==> src/rtl/tanh_share_scheduler.sv <==
// Round-robin sharing of one registered tanh unit between N requesters.
// Each requester has one operation in flight and a result slot held until consumed.
module tanh_share_scheduler #(
  parameter int N           = 4,
  parameter int DW          = 8,
  parameter int ACT_LATENCY = 1
) (
  input  logic            clk,
  input  logic            reset,
  input  logic [N-1:0]    req_valid,
  input  logic [N*DW-1:0] req_data,
  output logic [N-1:0]    req_ready,
  output logic [DW-1:0]   act_x,
  input  logic [DW-1:0]   act_y,
  output logic [N-1:0]    rsp_valid,
  output logic [N*DW-1:0] rsp_data,
  input  logic [N-1:0]    rsp_ready
);

  localparam int IW = $clog2(N);

  logic [IW-1:0]          ptr_q, ptr_d;
  logic [N-1:0]           busy_q, busy_d;
  logic [ACT_LATENCY-1:0] tag_v_q, tag_v_d;
  logic [IW-1:0]          tag_id_q [ACT_LATENCY];
  logic [IW-1:0]          tag_id_d [ACT_LATENCY];
  logic [N-1:0]           rsp_valid_q, rsp_valid_d;
  logic [N*DW-1:0]        rsp_data_q, rsp_data_d;

  logic [N-1:0]  elig, grant, rsp_fire;
  logic          accept;
  logic [IW-1:0] gnt_idx, cand;

  // Busy covers the whole lifetime of an operation, so grants never depend on rsp_ready.
  assign elig     = req_valid & ~busy_q;
  assign rsp_fire = rsp_valid_q & rsp_ready;

  // NOTE: every combinational output gets a default first, so no path leaves it unassigned (no latch).
  always_comb begin
    grant   = '0;
    accept  = 1'b0;
    gnt_idx = '0;
    cand    = '0;
    act_x   = '0;
    for (int k = 0; k < N; k++) begin
      cand = IW'((int'(ptr_q) + k) % N);
      if (!accept && elig[cand]) begin
        accept      = 1'b1;
        grant[cand] = 1'b1;
        gnt_idx     = cand;
      end
    end
    if (accept) act_x = req_data[gnt_idx*DW +: DW];
  end

  always_comb begin
    busy_d      = (busy_q & ~rsp_fire) | grant;
    ptr_d       = accept ? IW'((int'(gnt_idx) + 1) % N) : ptr_q;
    tag_v_d[0]  = accept;
    tag_id_d[0] = gnt_idx;
    for (int s = 1; s < ACT_LATENCY; s++) begin
      tag_v_d[s]  = tag_v_q[s-1];
      tag_id_d[s] = tag_id_q[s-1];
    end
    rsp_valid_d = rsp_valid_q & ~rsp_fire;
    rsp_data_d  = rsp_data_q;
    // The slot being written is busy, so it cannot also be handshaking this cycle.
    if (tag_v_q[ACT_LATENCY-1]) begin
      rsp_valid_d[tag_id_q[ACT_LATENCY-1]]               = 1'b1;
      rsp_data_d[tag_id_q[ACT_LATENCY-1]*DW +: DW]       = act_y;
    end
  end

  // NOTE: state is updated with non-blocking assignments so every flop samples pre-edge values.
  always_ff @(posedge clk or negedge reset) begin
    if (!reset) begin
      ptr_q       <= '0;
      busy_q      <= '0;
      tag_v_q     <= '0;
      rsp_valid_q <= '0;
      rsp_data_q  <= '0;
      // NOTE: tag ids are reset as well; the array is tiny and this keeps X off the slot index.
      for (int s = 0; s < ACT_LATENCY; s++) tag_id_q[s] <= '0;
    end else begin
      ptr_q       <= ptr_d;
      busy_q      <= busy_d;
      tag_v_q     <= tag_v_d;
      rsp_valid_q <= rsp_valid_d;
      rsp_data_q  <= rsp_data_d;
      for (int s = 0; s < ACT_LATENCY; s++) tag_id_q[s] <= tag_id_d[s];
    end
  end

  assign req_ready = grant;
  assign rsp_valid = rsp_valid_q;
  assign rsp_data  = rsp_data_q;

endmodule

==> config.mk <==
export PLATFORM = sky130hd
export DESIGN_NAME = tanh_share_scheduler
export DESIGN_NICKNAME = d
export VERILOG_FILES = /design/src/rtl/tanh_share_scheduler.sv
export SDC_FILE = /design/constraint.sdc
export NUM_CORES = 1
export LEC_CHECK = 0
export ABC_AREA = 0
export CORE_AREA = 2 2 82 84
export CTS_CLUSTER_DIAMETER = 200
export DETAILED_ROUTE_END_ITERATION = 12
export DIE_AREA = 0 0 84 86
export PLACE_DENSITY = 0.73
export SYNTH_ARGS = -nofsm -noshare
export SYNTH_HDL_FRONTEND = slang
export SYNTH_SLANG_ARGS = --single-unit
==> constraint.sdc <==
create_clock -name clk -period 4.5 [get_ports clk]
set_input_delay 0.45 -clock clk [delete_from_list [all_inputs] [get_ports clk]]
set_output_delay 0.45 -clock clk [all_outputs]
set_load 0.01 [all_outputs]
Word-level counts from Yosys, hierarchy flattened --
Index checks and enable logic that the tools add are counted.
Word-level totals: bits in registers 45, word-level logic and storage cells 79
Operators by class: bitwise gates (word level) 11, magnitude comparators 10, muxes and demuxes 33, reductions and logical operators 11, shift operators 3, $add $sub $neg 5
Operators with widths (number):
- $neg A5 Y34 | 1
- $shift A8 B34 Y32 const A | 1
- $shiftx A8 B34 Y32 | 1
- $bwmux W32 | 1
- $shiftx A32 B6 Y8 | 1
- $mux W4 | 5
- $or A4 B4 Y4 | 5
- $and A4 B4 Y4 | 4
- $lt A2 B3 Y1 const B | 5
- $mux W1 | 13
- $demux W1 S2 | 5
- $ge A2 B1 Y1 const B | 5
- $bmux W1 S2 | 4
- $logic_and A1 B1 Y1 | 8
- $mux W2 | 4
- $mux W8 | 1
- $not A4 Y4 | 2
- $add A2 B1 Y2 const B | 2
- $add A2 B2 Y2 const B | 2
- $logic_not A1 Y1 | 3

Longest topological paths before layout --
Gate-level depths: netlist (run 1).
word-level depth 16, mapped depth 8, mapped depth without buffers 7

Least setup slack after synthesis (run 1) --
OpenSTA, ideal clock, no wires.
path type register to output, from reg ptr_q[0], to out act_x[0], data arrival time 2.330 ns, cell stages (with the launch flop) 9, path slack 1.720 ns, data required time 4.050 ns, cell sequence dfrtp_1 -> buf_2 -> inv_1 -> ha_1 -> mux4_2 -> and2_4 -> o32a_1 -> buf_6 -> mux2i_1
Between the ends: cells in the longest elaborated chain, start to end 14, elaborated cells on any way between the ends 27, those cells by class add/sub: 3; shift: 1; mux: 17; reduce/logical: 6
RTL lines:
- from (decl) | RTL line 22 | logic [IW-1:0] ptr_q, ptr_d;
- from (signal assigned) | RTL line 85 | ptr_q <= ptr_d;
- branches (longest 11 deep; another with $add A2 B1 Y2)
- $mux W2 * | RTL line 47 | if (!accept && elig[cand]) begin
- net gnt_idx[0] | RTL line 32 | logic [IW-1:0] gnt_idx, cand;
- $shiftx A32 B6 Y8 * | RTL line 53 | if (accept) act_x = req_data[gnt_idx*DW +: DW];
- $mux W8 * | RTL line 53
- to (decl) | RTL line 13 | output logic [DW-1:0] act_x,
Mark *: on every way through the listed nets, which the timed path passes. The select of a mux whose other input is x is not followed.

Worst setup path in the final report (run 1) --
from reg ptr_q[0], to out act_x[6]
Between the ends: cells in the longest elaborated chain, start to end 14, elaborated cells on any way between the ends 27, those cells by class add/sub: 3; shift: 1; mux: 17; reduce/logical: 6
RTL lines (RTL line):
- branches (longest 13 deep; another with $add A2 B1 Y2)
- $mux W8 * | 53
Every way passes the cells marked *. The select of a mux whose other input is x is not followed.

==> results of run 1 <==
## final timing paths
| kind | slack, ps | from | to |
|---|---|---|---|
| max | 480 | ptr_q[0]$_DFFE_PN0P_ | act_x[6] |
| min in group clk | 510 | rsp_data[30]$_DFFE_PN0P_ | rsp_data[30]$_DFFE_PN0P_ |
| max in group asynchronous | 3600 | reset | tag_id_q[0]$_DFF_PN0_ |
| max reg2reg | 1720 | ptr_q[0]$_DFFE_PN0P_ | ptr_q[1]$_DFFE_PN0P_ |
| min reg2reg | 510 | rsp_data[30]$_DFFE_PN0P_ | rsp_data[30]$_DFFE_PN0P_ |
| min | 290 | reset | rsp_data[0]$_DFFE_PN0P_ |
## cell type report
| cell class | count | area, µm² |
|---|---|---|
| Clock buffer | 6 | 72.6 |
| Clock inverter | 2 | 15.0 |
| Fill cell | 518 | 2670 |
| Inverter | 8 | 30.0 |
| Multi-Input combinational cell | 152 | 1280 |
| Sequential cell | 45 | 1130 |
| Tap cell | 77 | 96.3 |
| Timing Repair Buffer | 100 | 988 |
## state kept, by name, summed over array words and instances, names as in the netlist
register and count:
rsp_valid 4, tag_v_q 1, ptr_q 2, busy_q 4, rsp_data 32, tag_id_q 2
## cells by family after synthesis
| kind of cell | after synthesis | share of synthesized area |
|---|---|---|
| buffers and inverters | 14 | 0.0293 |
| AOI/OAI and AO/OA | 59 | 0.202 |
| adders and majority gates | 16 | 0.0808 |
| muxes | 27 | 0.123 |
| and+or+nand+nor | 50 | 0.111 |
| DFF | 45 | 0.454 |
## metrics by stage
stage / utilization / worst slack, ps
after CTS: 0.575 / 420
final: 0.575 / 480
after global placement: 0.561 / 809
after detailed placement: 0.561 / 726
after floorplan: - / 1720
after global routing: 0.575 / 175
## synthesized netlist by cell type (4+ instances only)
master and instances:
a21o_1 4, o21ai_0 6, nand2_1 22, nor2b_1 4, inv_1 8, nor2_1 6
mux2i_1 17, mux2_2 8, a221o_1 4, nand2b_1 4, ha_1 16, dfrtp_1 45
a22o_1 36
## power breakdown
group          switching (mW)  internal (mW)
combinational           0.701          0.854
sequential              0.155          0.577
clock                   0.134          0.109
total                   0.991           1.54
## metal layers
metal	up-vias	track usage
li1	991	-
met1	1012	0.228
met2	75	0.305
met3	4	0.0356
met4	0	0.0381
met5	-	0
==> impl_metrics.py, run 1 <==
metrics = {
    "clock_network": {
        "ctsHoldBuffers": 0,
        "clock-sinks": 45,
        "cts_buffers": 5,
        "clockBufferDepth": 2,
        "cts_resized": 0,
        "cts.root.buffer_cell": "clkbuf_8",
        "cts_htree_levels": 2,
        "cts_tree": "yes",
        "clk_pin_slew_worst_paths_ps": 90,
        "cts_setup_buffers": 0,
        "clkLatencyLatePin_ps": 300,
    },
    "place": {
        "numPortBuffers": 97,
        "dpl_cell_area_mm2": 0.00352,
        "dp_cells": 382,
        "dp_hpwl_um": 4740,
        "place.gp.congestion": 0.848,
    },
    "setup_path": {
        "cp.depth": 7,
        "cp-start-kind": "flop",
        "cp_max_fo": 14,
        "cp_cell_sequence": "inv_1 -> ha_1 -> mux4_2 -> o21ai_0 -> o32a_1 -> mux2i_1 -> clkdlybuf4s50_1",
        "end_kind": "output port",
        "slowest_stage": "dfrtp_1",
        "r2r_cells": 6,
        "crit_type": "flop to output port",
        "critPathBufInv": 2,
        "arrival_ps": 3570,
        "worstPathRequired_ps": 4050,
        "worst_path_largest_cell_delay_ps": 630,
        "path_delay_family": "buffers and inverters",
    },
    "sta": {
        "slew_headroom": 0.363,
        "fmax_mhz": 249,
        "setup_viol": 0,
        "skew_ps": 13.7,
        "hold_ws_ps": 289,
        "hold_viol": 0,
        "worst_slew_pin_slew_ps": 956,
        "finalCritPeriodShare": 0.893,
        "rsz0062_at_grt": "no",
        "slew_violations": 0,
        "period_minus_slack_ps": 4020,
        "setup_tns_ps": 0,
    },
    "final_layout": {
        "areaGrowthSynthToFinish_pct": 45.6,
        "n_antenna_cell": 0,
        "mostFrequentLayoutCells": "96 x clkdlybuf4s50_1, 45 x dfrtp_1, 36 x a22o_1",
        "layout.cells.non_filler": 390,
        "nets": 378,
        "final_cell_area_mm2": 0.00361,
        "drive_above_1_share": 0.0863,
        "layout.cells.most_common": "clkdlybuf4s50_1",
    },
    "route": {
        "highest_layer": "met4",
        "wl_met3_um": 331,
        "drt-met1-wl_um": 2710,
        "antenna_left": 0,
        "drc": 0,
        "via_per_inst": 5.34,
        "drt-initial-drc-count": 221,
        "dr.pass1.iters": 4,
        "wire_per_inst_um": 15.9,
        "wl_um": 6210,
        "num_vias": 2082,
        "wl_met2_um": 3120,
    },
    "synthesis": {
        "seq_area_frac_synth": 0.454,
        "syn_nets": 277,
        "syn_area_mm2": 0.00248,
        "yosysWarnings": 0,
        "synth_top_area_frac": 0.454,
        "synthDistinctLibCells": 34,
        "synth.largest_area_cell": "dfrtp_1",
        "syn_area_per_cell_um2": 11.7,
        "synth_cells": 211,
        "synthArstFlopShare": 1.00,
        "synth_edf_count": 0,
        "synth_seq_cells": 45,
        "synth_ff_type": "dfrtp_1",
        "synth_area_leaders": "dfrtp_1 45%, a22o_1 13%, ha_1 8.1%",
    },
    "global_route": {
        "track_usage": 0.175,
        "overflow": 0,
        "antenna_found_initial": 0,
        "grt_start_max_net_pins": 46,
        "grt_pass1_vias": 2134,
        "grt_pass1_wl_um": 10300,
    },
    "die": {
        "dieArea_mm2": 0.00722,
        "start_util": 0.395,
        "die_w_um": 84,
        "die_h_um": 86,
        "core-area_mm2": 0.00628,
        "io_pins": 98,
        "num_rows": 29,
    },
    "min_path": {
        "hold_path.class": "primary input to asynchronous set/reset pin",
    },
    "pwr": {
        "fin_total_pwr_mw": 2.53,
        "powerDensity_mw_per_mm2": 702,
        "p_leak_nw": 1.57,
        "ir_worst_vdd_mv": 0.440,
    },
    "job": {
        "drv_cap": 0,
    },
    "run_status": {
        "outcome": "finished, final reports clean",
    },
}
No activity file was read; power rests on OpenSTA's default activity.
==> run 2, diff against run 1 <==
Settings changed: CAP_MARGIN set to 10, SKIP_LAST_GASP set to 1.
==> results of run 2 <==
No change in the layout: final DEF, timing and power equal those of run 1.
